`src/rtl/bootcode_trace_monitor_if.sv`:
```
// Trace drain port: valid/ready stream of timestamped boot events.
interface bootcode_trace_monitor_if #(
  parameter int DATA_W = 32,
  parameter int TS_W   = 24
);
  logic              TrcValid;
  logic              TrcReady;
  logic [1:0]        TrcKind;
  logic [2:0]        TrcChan;
  logic [DATA_W-1:0] TrcData;
  logic [TS_W-1:0]   TrcTime;

  modport master (output TrcValid, TrcKind, TrcChan, TrcData, TrcTime, input TrcReady);
  modport slave  (input TrcValid, TrcKind, TrcChan, TrcData, TrcTime, output TrcReady);
endinterface

```
`src/rtl/bootcode_trace_monitor.sv`:
```
// Boot trace monitor: postcode change / error / PC-hang detection feeding a
// timestamped first-word-fall-through trace FIFO.
module bootcode_trace_monitor #(
  parameter int         NUM_CH       = 4,
  parameter int         POST_WIDTH   = 32,
  parameter int         PC_WIDTH     = 32,
  parameter int         DEPTH        = 16,
  parameter int         TS_WIDTH     = 24,
  parameter logic [7:0] ERR_CODE_MIN = 8'hF0,
  parameter int         HANG_CYCLES  = 1024
) (
  input  logic                         Clk,
  input  logic                         Reset_n,
  input  logic                         Enable,
  input  logic [NUM_CH*POST_WIDTH-1:0] PostCode,
  input  logic [NUM_CH-1:0]            PostValid,
  input  logic [PC_WIDTH-1:0]          PC,
  input  logic                         PcValid,
  bootcode_trace_monitor_if.master     trc,
  output logic                         ErrSticky,
  output logic [2:0]                   ErrChan,
  output logic                         Hang,
  output logic [15:0]                  DropCnt,
  input  logic                         ClearErr
);
  localparam int DW = (POST_WIDTH > PC_WIDTH) ? POST_WIDTH : PC_WIDTH;
  localparam int EW = 5 + DW + TS_WIDTH;
  localparam int AW = $clog2(DEPTH);
  localparam int HW = $clog2(HANG_CYCLES + 1);

  logic [TS_WIDTH-1:0] r_ts_cnt;
  logic [NUM_CH-1:0]   w_evt, w_err, w_ovr, w_pend_vld, w_sel_ch;
  logic [EW-1:0]       w_pend_ent [NUM_CH];
  logic                w_sel_valid, w_push, w_pop, w_full;
  logic                w_to_out, w_to_mem, w_mem_rd;
  logic [EW-1:0]       w_sel_ent;
  logic [3:0]          w_drops;
  logic [16:0]         w_drop_sum;
  logic [2:0]          w_err_ch;

  logic [PC_WIDTH-1:0] r_last_pc;
  logic                r_pc_seen, r_hang, r_hang_pend, w_pc_chg;
  logic [HW-1:0]       r_hang_cnt;
  logic [EW-1:0]       r_hang_ent;

  logic [EW-1:0]       r_mem [DEPTH];
  logic [AW-1:0]       r_wr_ptr, r_rd_ptr;
  logic [AW:0]         r_mem_cnt;
  logic                r_out_vld;
  logic [EW-1:0]       r_out_ent;

  logic                r_err_sticky;
  logic [2:0]          r_err_chan;
  logic [15:0]         r_drop_cnt;

  always_ff @(posedge Clk or negedge Reset_n)
    if (!Reset_n) r_ts_cnt <= '0;
    else          r_ts_cnt <= r_ts_cnt + TS_WIDTH'(1);

  // LastPost tracks every valid sample, even while capture is disabled
  for (genvar gi = 0; gi < NUM_CH; gi++) begin : g_ch
    logic [POST_WIDTH-1:0] w_code;
    logic [1:0]            w_kind;
    logic [POST_WIDTH-1:0] r_last_post;
    logic                  r_last_vld;
    logic                  r_pend_vld;
    logic [EW-1:0]         r_pend_ent;

    assign w_code         = PostCode[gi*POST_WIDTH +: POST_WIDTH];
    assign w_kind         = (w_code[POST_WIDTH-1 -: 8] >= ERR_CODE_MIN) ? 2'd1 : 2'd0;
    assign w_evt[gi]      = Enable & PostValid[gi] & (~r_last_vld | (w_code != r_last_post));
    assign w_err[gi]      = w_evt[gi] & w_kind[0];
    assign w_ovr[gi]      = w_evt[gi] & r_pend_vld & ~w_sel_ch[gi];
    assign w_pend_vld[gi] = r_pend_vld;
    assign w_pend_ent[gi] = r_pend_ent;

    always_ff @(posedge Clk or negedge Reset_n)
      if (!Reset_n) begin
        r_last_post <= '0;
        r_last_vld  <= 1'b0;
        r_pend_vld  <= 1'b0;
        r_pend_ent  <= '0;
      end else begin
        if (PostValid[gi]) begin
          r_last_post <= w_code;
          r_last_vld  <= 1'b1;
        end
        if (w_evt[gi]) begin
          r_pend_vld <= 1'b1;
          r_pend_ent <= {w_kind, 3'(gi), DW'(w_code), r_ts_cnt};
        end else if (w_sel_ch[gi]) begin
          r_pend_vld <= 1'b0;
        end
      end
  end

  // Hang pending wins, then the lowest-index pending channel
  always_comb begin
    w_sel_valid = r_hang_pend;
    w_sel_ent   = r_hang_ent;
    w_sel_ch    = '0;
    if (!r_hang_pend) begin
      for (int c = NUM_CH - 1; c >= 0; c--) begin
        if (w_pend_vld[c]) begin
          w_sel_valid = 1'b1;
          w_sel_ent   = w_pend_ent[c];
          w_sel_ch    = '0;
          w_sel_ch[c] = 1'b1;
        end
      end
    end
  end

  always_comb begin
    w_err_ch = '0;
    for (int c = NUM_CH - 1; c >= 0; c--)
      if (w_err[c]) w_err_ch = 3'(c);
  end

  assign w_pop    = r_out_vld & trc.TrcReady;
  assign w_full   = r_out_vld & (r_mem_cnt == (AW+1)'(DEPTH - 1));
  assign w_push   = w_sel_valid & (~w_full | w_pop);
  assign w_to_out = w_push & (~r_out_vld | (w_pop & (r_mem_cnt == '0)));
  assign w_to_mem = w_push & ~w_to_out;
  assign w_mem_rd = w_pop & (r_mem_cnt != '0);

  always_comb begin
    w_drops = {3'd0, w_sel_valid & ~w_push};
    for (int c = 0; c < NUM_CH; c++) w_drops = w_drops + {3'd0, w_ovr[c]};
  end
  assign w_drop_sum = {1'b0, (ClearErr ? 16'd0 : r_drop_cnt)} + 17'(w_drops);

  assign w_pc_chg = PcValid & (~r_pc_seen | (PC != r_last_pc));

  always_ff @(posedge Clk or negedge Reset_n)
    if (!Reset_n) begin
      r_last_pc   <= '0;
      r_pc_seen   <= 1'b0;
      r_hang_cnt  <= '0;
      r_hang      <= 1'b0;
      r_hang_pend <= 1'b0;
      r_hang_ent  <= '0;
    end else begin
      if (PcValid) begin
        r_last_pc <= PC;
        r_pc_seen <= 1'b1;
      end
      if (w_pc_chg || !Enable || !PcValid) r_hang_cnt <= '0;
      else if (r_hang_cnt != HW'(HANG_CYCLES)) r_hang_cnt <= r_hang_cnt + HW'(1);
      if (r_hang_pend) r_hang_pend <= 1'b0;
      if (w_pc_chg) begin
        r_hang <= 1'b0;
      end else if (Enable && !r_hang && r_hang_cnt == HW'(HANG_CYCLES)) begin
        r_hang      <= 1'b1;
        r_hang_pend <= 1'b1;
        r_hang_ent  <= {2'd2, 3'd0, DW'(r_last_pc), r_ts_cnt};
      end
    end

  always_ff @(posedge Clk)
    if (w_to_mem) r_mem[r_wr_ptr] <= w_sel_ent;

  // Output register is the head; the array holds everything behind it
  always_ff @(posedge Clk or negedge Reset_n)
    if (!Reset_n) begin
      r_wr_ptr  <= '0;
      r_rd_ptr  <= '0;
      r_mem_cnt <= '0;
      r_out_vld <= 1'b0;
      r_out_ent <= '0;
    end else begin
      if (w_to_mem) r_wr_ptr <= r_wr_ptr + AW'(1);
      if (w_mem_rd) r_rd_ptr <= r_rd_ptr + AW'(1);
      r_mem_cnt <= r_mem_cnt + (AW+1)'(w_to_mem) - (AW+1)'(w_mem_rd);
      if (w_mem_rd) begin
        r_out_ent <= r_mem[r_rd_ptr];
        r_out_vld <= 1'b1;
      end else if (w_to_out) begin
        r_out_ent <= w_sel_ent;
        r_out_vld <= 1'b1;
      end else if (w_pop) begin
        r_out_vld <= 1'b0;
      end
    end

  always_ff @(posedge Clk or negedge Reset_n)
    if (!Reset_n) begin
      r_err_sticky <= 1'b0;
      r_err_chan   <= '0;
      r_drop_cnt   <= '0;
    end else begin
      if (|w_err) begin
        r_err_sticky <= 1'b1;
        if (!r_err_sticky || ClearErr) r_err_chan <= w_err_ch;
      end else if (ClearErr) begin
        r_err_sticky <= 1'b0;
        r_err_chan   <= '0;
      end
      r_drop_cnt <= w_drop_sum[16] ? 16'hFFFF : w_drop_sum[15:0];
    end

  assign trc.TrcValid = r_out_vld;
  assign {trc.TrcKind, trc.TrcChan, trc.TrcData, trc.TrcTime} = r_out_ent;
  assign ErrSticky = r_err_sticky;
  assign ErrChan   = r_err_chan;
  assign Hang      = r_hang;
  assign DropCnt   = r_drop_cnt;
endmodule
```
`src/flat_wrapper.sv`:
```
// flat-port wrapper written by rule: the top's interface ports become plain ports
module bootcode_trace_monitor_flat 
#(
  parameter int         NUM_CH       = 4,
  parameter int         POST_WIDTH   = 32,
  parameter int         PC_WIDTH     = 32,
  parameter int         DEPTH        = 16,
  parameter int         TS_WIDTH     = 24,
  parameter logic [7:0] ERR_CODE_MIN = 8'hF0,
  parameter int         HANG_CYCLES  = 1024
)
  (Clk, Reset_n, Enable, PostCode, PostValid, PC, PcValid, ErrSticky, ErrChan, Hang, DropCnt, ClearErr, trc_TrcValid, trc_TrcKind, trc_TrcChan, trc_TrcData, trc_TrcTime, trc_TrcReady);
  bootcode_trace_monitor_if trc_i ();
  input  logic Clk;
  input  logic Reset_n;
  input  logic Enable;
  input  logic [NUM_CH*POST_WIDTH-1:0] PostCode;
  input  logic [NUM_CH-1:0] PostValid;
  input  logic [PC_WIDTH-1:0] PC;
  input  logic PcValid;
  output logic ErrSticky;
  output logic [2:0] ErrChan;
  output logic Hang;
  output logic [15:0] DropCnt;
  input  logic ClearErr;
  output wire logic [$bits(trc_i.TrcValid)-1:0] trc_TrcValid;
  output wire logic [$bits(trc_i.TrcKind)-1:0] trc_TrcKind;
  output wire logic [$bits(trc_i.TrcChan)-1:0] trc_TrcChan;
  output wire logic [$bits(trc_i.TrcData)-1:0] trc_TrcData;
  output wire logic [$bits(trc_i.TrcTime)-1:0] trc_TrcTime;
  input wire logic [$bits(trc_i.TrcReady)-1:0] trc_TrcReady;
  assign trc_TrcValid = trc_i.TrcValid;
  assign trc_TrcKind = trc_i.TrcKind;
  assign trc_TrcChan = trc_i.TrcChan;
  assign trc_TrcData = trc_i.TrcData;
  assign trc_TrcTime = trc_i.TrcTime;
  assign trc_i.TrcReady = trc_TrcReady;
  bootcode_trace_monitor #(.NUM_CH(NUM_CH), .POST_WIDTH(POST_WIDTH), .PC_WIDTH(PC_WIDTH), .DEPTH(DEPTH), .TS_WIDTH(TS_WIDTH), .ERR_CODE_MIN(ERR_CODE_MIN), .HANG_CYCLES(HANG_CYCLES)) u_core (.Clk(Clk), .Reset_n(Reset_n), .Enable(Enable), .PostCode(PostCode), .PostValid(PostValid), .PC(PC), .PcValid(PcValid), .trc(trc_i), .ErrSticky(ErrSticky), .ErrChan(ErrChan), .Hang(Hang), .DropCnt(DropCnt), .ClearErr(ClearErr));
endmodule
```
`config.mk`:
```
export PLATFORM = sky130hd
export DESIGN_NAME = bootcode_trace_monitor_flat
export DESIGN_NICKNAME = d
export VERILOG_FILES = /design/src/rtl/bootcode_trace_monitor_if.sv /design/src/rtl/bootcode_trace_monitor.sv /design/src/flat_wrapper.sv
export SDC_FILE = /design/constraint.sdc
export NUM_CORES = 2
export LEC_CHECK = 0
export BUFFER_PORTS_ARGS = -buffer_cell sky130_fd_sc_hd__buf_2
export CORE_UTILIZATION = 45
export CTS_CLUSTER_DIAMETER = 120
export DETAILED_ROUTE_END_ITERATION = 16
export PLACE_DENSITY = 0.6
export SLEW_MARGIN = 20
export SYNTH_ARGS = -nofsm -noshare
export SYNTH_HDL_FRONTEND = slang
export SYNTH_SLANG_ARGS = --single-unit
```
`constraint.sdc`:
```
create_clock -name Clk -period 17.7 [get_ports Clk]
set_clock_uncertainty 0.05 [all_clocks]
set_input_delay 3.54 -clock Clk [delete_from_list [all_inputs] [get_ports Clk]]
set_output_delay 3.54 -clock Clk [all_outputs]
set_load 0.05 [all_outputs]
```
# Word-level counts from Yosys, hierarchy flattened
# Memory sizes are Yosys's and may differ from the RTL's.
# Cells that the tools add are included.
# W data, S select, Z words.
# classes
addsub	11
magnitude_cmp	4
n_eq_ne	9
n_mux	51
bitwise_logic	50
n_reduce_logical	23
# op_table
op	count
$mux W61	7
$ne A32 B32 Y1	5
$ge A8 B8 Y1 const B	4
$mux W16	2
$and A1 B1 Y1	29
$mux W1	28
$add A24 B1 Y24 const B	1
$mux W11	2
$mux W4	5
$add A16 B4 Y17	1
$reduce_bool A2 Y1	8
$not A1 Y1	14
$add A4 B1 Y4	3
$add A11 B1 Y11 const B	1
$eq A11 B11 Y1 const B	1
$ne A11 B11 Y1 const B	1
$mux W3	3
$add A4 B1 Y4 const B	2
$mux W2	4
$or A1 B1 Y1	7
$add A5 B1 Y5	1
$eq A5 B4 Y1 const B	1
$logic_not A5 Y1	1
$reduce_bool A5 Y1	1
other kinds (9)	16
# word_totals
register_bits	594
mem_bits_rw	976
in_bits	170
output_inout_bits	83
word_cells	180
n_memories	1
# memory_table
name	words	width	read_ports	rd_ports_with_merged_regs	wr	line	rtl
u_core.r_mem	16	61	1	0	1	bootcode_trace_monitor.sv:46	logic [EW-1:0] r_mem [DEPTH];

# Logic depth before layout (Yosys ltp)
# depth
word_depth	14
mapped_depth	20

# Worst setup path after synthesis
# OpenSTA, ideal clock, no wires.
# synth_path
path_type	input port to flip-flop
startpoint	input trc_TrcReady
endpoint	memory u_core.r_mem[3][0] (netlist bit), enable pin
setup_ns	0.551
arrival_time_ns	8.419
required_time_ns	17.099
path_slack_ns	8.680
cell_stages	6
n_path_buf	0
path_cell_list	nor4bb_1 nand3_1 o31ai_1 nor2_1 nand2_1 nor3_1
# synth_via
elab_chain_cells	8
elab_cells_between_ends	10
classes_between	mux (2); bitwise (8)
# synth_rtl
element	line	rtl
start: declaration	flat_wrapper.sv:31	input wire logic [$bits(trc_i.TrcReady)-1:0] trc_TrcReady;
$and A1 B1 Y1 *	bootcode_trace_monitor.sv:120	assign w_pop = r_out_vld & trc.TrcReady;
$or A1 B1 Y1 or $and A1 B1 Y1 (tied branches)	bootcode_trace_monitor.sv:122, bootcode_trace_monitor.sv:123	
$and A1 B1 Y1 or $or A1 B1 Y1 (tied branches)	bootcode_trace_monitor.sv:122, bootcode_trace_monitor.sv:123	
$and A1 B1 Y1	bootcode_trace_monitor.sv:123	assign w_to_out = w_push & (~r_out_vld | (w_pop & (r_mem_cnt == '0)));
$not A1 Y1	bootcode_trace_monitor.sv:124	assign w_to_mem = w_push & ~w_to_out;
$and A1 B1 Y1 *	bootcode_trace_monitor.sv:124	
$mux W1 *	bootcode_trace_monitor.sv:161	if (w_to_mem) r_mem[r_wr_ptr] <= w_sel_ent;
$mux W1 (not written as such) *	bootcode_trace_monitor.sv:161	
end: declaration	bootcode_trace_monitor.sv:46	
# Every way passes the cells marked *; elsewhere a longest branch is shown, timed or not.

# Worst setup path after layout
# layout_path
startpoint	input PostCode[27]
endpoint	register u_core.r_drop_cnt[9] (netlist: u_core.DropCnt[9])
# layout_via
elab_chain_cells	11
# layout_rtl
element	line	rtl
start: declaration	flat_wrapper.sv:17	input logic [NUM_CH*POST_WIDTH-1:0] PostCode;
$ne A32 B32 Y1	bootcode_trace_monitor.sv:71	assign w_evt[gi] = Enable & PostValid[gi] & (~r_last_vld | (w_code != r_last_post));
$or A1 B1 Y1	bootcode_trace_monitor.sv:71	
$and A1 B1 Y1	bootcode_trace_monitor.sv:71	
$and A1 B1 Y1 (2 in a row)	bootcode_trace_monitor.sv:73	assign w_ovr[gi] = w_evt[gi] & r_pend_vld & ~w_sel_ch[gi];
$add A1 B1 Y2	bootcode_trace_monitor.sv:129	for (int c = 0; c < NUM_CH; c++) w_drops = w_drops + {3'd0, w_ovr[c]};
$add A4 B1 Y4 (3 in a row)	bootcode_trace_monitor.sv:129	
$add A16 B4 Y17	bootcode_trace_monitor.sv:131	assign w_drop_sum = {1'b0, (ClearErr ? 16'd0 : r_drop_cnt)} + 17'(w_drops);
$mux W16	bootcode_trace_monitor.sv:199	r_drop_cnt <= w_drop_sum[16] ? 16'hFFFF : w_drop_sum[15:0];
end signal: assignment	bootcode_trace_monitor.sv:199	
end: declaration	bootcode_trace_monitor.sv:54	logic [15:0] r_drop_cnt;
# Every way passes these cells.
# A chain may end at the register's enable or synchronous reset.

==> flow_summary_export.csv <==
group,metric,value,unit
place,place_ws,8.58,ns
worst_setup_path,path_cells,"buf_2 > xor2_1 > nor4_1 > nand3_1 > or3_1 > nand3_4 > nor2_1 > ha_1 > fa_1 > ha_1 > inv_1 > fa_1 > inv_1 > fa_1 > a21o_1 > nand2b_1 > and2b_1 > nand4b_1 > o21ai_0",
worst_setup_path,crit_path_max_fanout,14,
sta,rsz0062_at_grt,"no",
die,fp-row-count,137,
sta,setup_slack,9.36,ns
sta,period_share,47.1,%
drt,antenna_left,0,
die,ios,253,
cts,cts_sinks,1547,
yosys,netlist.area_leader.share,45.7,%
job,max_cap_violations,0,
cts,htreeDepth,4,
drt,via_per_inst,5.61,
global_route,grt_util_met2,35.2,%
global_route,grtUsageMet1,30.7,%
cts,cts_root_buffer,"clkbuf_16",
cts,clkSlewWorstSetupHoldPaths,0.06,ns
worst_setup_path,r2r_start,"u_core.g_ch[0].r_last_post[27]",
cts,clock_latency,0.80,ns
sta,min_period,8.34,ns
worst_setup_path,reg2reg_depth,18,
global_route,grt.total_usage,22.3,%
yosys,synth-edff-count,960,
place,hpwl,93.3,mm
drt,firstDrtPassIters,5,
cts,ctsResizeCount,0,
yosys,ys_seq_area_share,69.0,%
place,placed_area,66900,um^2
die,start_util,45.3,%
worst_setup_path,cp-start-kind,"input port",
power_and_ir_drop,ir_drop,112,uV
sta,slew_headroom,22.9,%
sta,setup_tns,0,ns
layout,multi_input_area,18800,um^2
power_and_ir_drop,p_per_area,150,nW/um^2
sta,hold_viol,0,
power_and_ir_drop,power,0.0108,W
min_path,min_to,"u_core.r_hang_ent[60]",
cts,postCtsHoldBufs,0,
place,finalWeightedCongestion,0.831,
yosys,synth_area_leaders,"edfxtp_1, dfrtp_1, mux4_2, mux2_2, xor2_1",
global_route,grt_pass1_vias,34000,
layout,final_area,72200,um^2
cts,numCtsBuffers,162,
place,portBuffers,250,
sta,whs,0.410,ns
yosys,postSynth.topFlopCell,"edfxtp_1",
layout,syn_to_final_growth,14.5,%
worst_setup_path,reg2reg_slack,11.81,ns
layout,seq_area,43500,um^2
die,fp.coreArea,139000,um^2
layout,drive_above_1_share,34.4,%
global_route,grt_max_degree,127,
worst_setup_path,endpoint_kind,"register",
worst_setup_path,crit_path_top_delay_cell,"nor4_1",
global_route,grt_pass1_wl,230,mm
global_route,overflow,0,
cts,clockBufferDepth,3,
global_route,grt_antenna_before_repair,48,
yosys,synth_area_leader_cell,"edfxtp_1",
worst_setup_path,reg2reg_to,"u_core.DropCnt[9]",
die,die_w,376,um
yosys,synthTopCellsByCount,"edfxtp_1, dfrtp_1, mux2_2",
min_path,hold_path_depth,1,
cts,post_cts_buffers,0,
sta,slew_viol_final,0,
sta,setup_viol,0,
drt,routedWlPerCell,26.3,um
yosys,ys_ff_latch,1547,
yosys,synth_cell_types,55,
yosys,syn_area_per_cell,17.6,um^2
cts,cts_tree,"yes",
drt,vias,33200,
min_path,hold_class,"reg -> reg",
yosys,synth_area,63100,um^2
outcome,run_status,"complete, no violations",
power_and_ir_drop,p_leak,26.8,nW
worst_setup_path,slowest_delay,0.90,ns
drt,routed_wirelength,156,mm
yosys,synth.most_common_cell,"edfxtp_1",
sta,worst_pin_slew,1.16,ns
layout,nets,4089,
min_path,min_from,"u_core.r_hang_ent[60]",
worst_setup_path,crit_top_cell,"fa_1",
yosys,netlist_instances,3582,
yosys,async_flop_share,37.9,%
drt,post-route-drc-count,0,
sta,fmax,120,MHz
yosys,yosysWarnings,0,
drt,first_iter_violations,2378,
layout,n_fill_cell,11300,
die,dieArea,142000,um^2
worst_setup_path,cp_data_arrival_time,8.92,ns
worst_setup_path,crit_required,18.28,ns
global_route,grtUsageMet3,5.10,%
worst_setup_path,crit_type,"in -> reg",
global_route,grt.busiest_layer,"met2",
die,die_h,376,um
==> through the flow <==
stage / util, % / std cells
finish: 51.8 / 5916
global route: 51.8 / 5911
floorplan: - / 3583
detailed placement: 48.0 / 5606
global placement: 48.0 / 5606
CTS: 51.8 / 5907
==> worst max-delay path: cells and delay by family <==
family | cells | cell delay [ns]
buf+inv | 3 | 0.23
simple gates | 8 | 2.72
compound gates | 2 | 0.40
xor+xnor | 1 | 0.14
fa+ha+maj | 5 | 1.88
==> kinds of logic (layout without fill, tap and decap cells) <==
group,after synthesis,in the layout,share of synthesized area [%]
other,1,10,0.00594
xor gates and xnor gates,210,210,2.91
adders and majority gates,24,24,0.524
AOI/OAI and AO/OA,276,276,2.64
buffers and inverters,245,694,1.56
muxes,800,800,19.6
and+or+nand+nor,479,479,3.77
DFF,1547,1547,69.0
==> cells in the final DEF, fill, tap and decap left out, drive strengths merged, types with 3 or more instances in the layout <==
cell and n:
bufinv 10, a221oi 57, ha 20, mux4 300
nand2 103, nor2 103, diode 8, fa 4
nand4 27, o21ai 73, nor2b 65, inv 41
and4 3, clkbuf 234, or3 4, mux2 439
nand3 34, nor4 29, or2 7, buf 361
and2 5, and3 6, dfrtp 587, edfxtp 960
nor3 70, a21oi 125, mux2i 61, clkinv 47
nand2b 13, xor2 118, xnor2 92, a21o 4
==> worst max-delay path by stage <==
stage	from	endpoint	cells past startpoint
6_report	PostCode[27]	u_core.DropCnt[9]	19
5_1_grt	PostCode[27]	u_core.DropCnt[4]	19
4_1_cts	PostCode[27]	u_core.DropCnt[9]	19
3_5_place_dp	PostCode[27]	u_core.DropCnt[11]	19
3_3_place_gp	PostCode[27]	u_core.DropCnt[7]	19
2_1_floorplan	trc_TrcReady	u_core.r_mem[3][0]	6
==> report_power, final <==
part,internal (W),total (W),switching (W),leakage (nW)
clock,0.00194,0.00334,0.00140,2.55
sequential,0.00450,0.00474,0.000244,16.0
combinational,0.00116,0.00277,0.00160,8.17
total,0.00760,0.0108,0.00325,26.8
==> cell type report <==
type / count / area share, %
sequential: 1547 / 60.3
inverter: 32 / 0.170
timing repair buffer: 361 / 2.96
clock inverter: 67 / 0.903
tap: 1876 / 3.25
multi-input combinational: 1791 / 26.1
antenna: 8 / 0.0277
clock buffer: 234 / 6.31
==> metal layers <==
layer | wire, um | up-vias
met2 | 73900 | 868
met1 | 67500 | 17500
met5 | 405 | -
li1 | - | 14500
met4 | 4330 | 66
met3 | 9500 | 291
==> registers in the layout (all words and copies together) (netlist names), 4 cells and up <==
| register | cells |
|---|---|
| u_core.DropCnt | 16 |
| u_core.r_hang_ent | 57 |
| u_core.r_wr_ptr | 4 |
| u_core.g_ch.r_pend_ent | 231 |
| u_core.r_ts_cnt | 24 |
| u_core.g_ch.r_last_vld | 4 |
| u_core.r_rd_ptr | 4 |
| u_core.r_mem | 960 |
| u_core.g_ch.r_pend_vld | 4 |
| u_core.r_hang_cnt | 11 |
| u_core.g_ch.r_last_post | 128 |
| u_core.r_last_pc | 32 |
| u_core.r_mem_cnt | 5 |
| u_core.r_out_ent | 60 |
No activity file was read; power rests on OpenSTA's default activity.
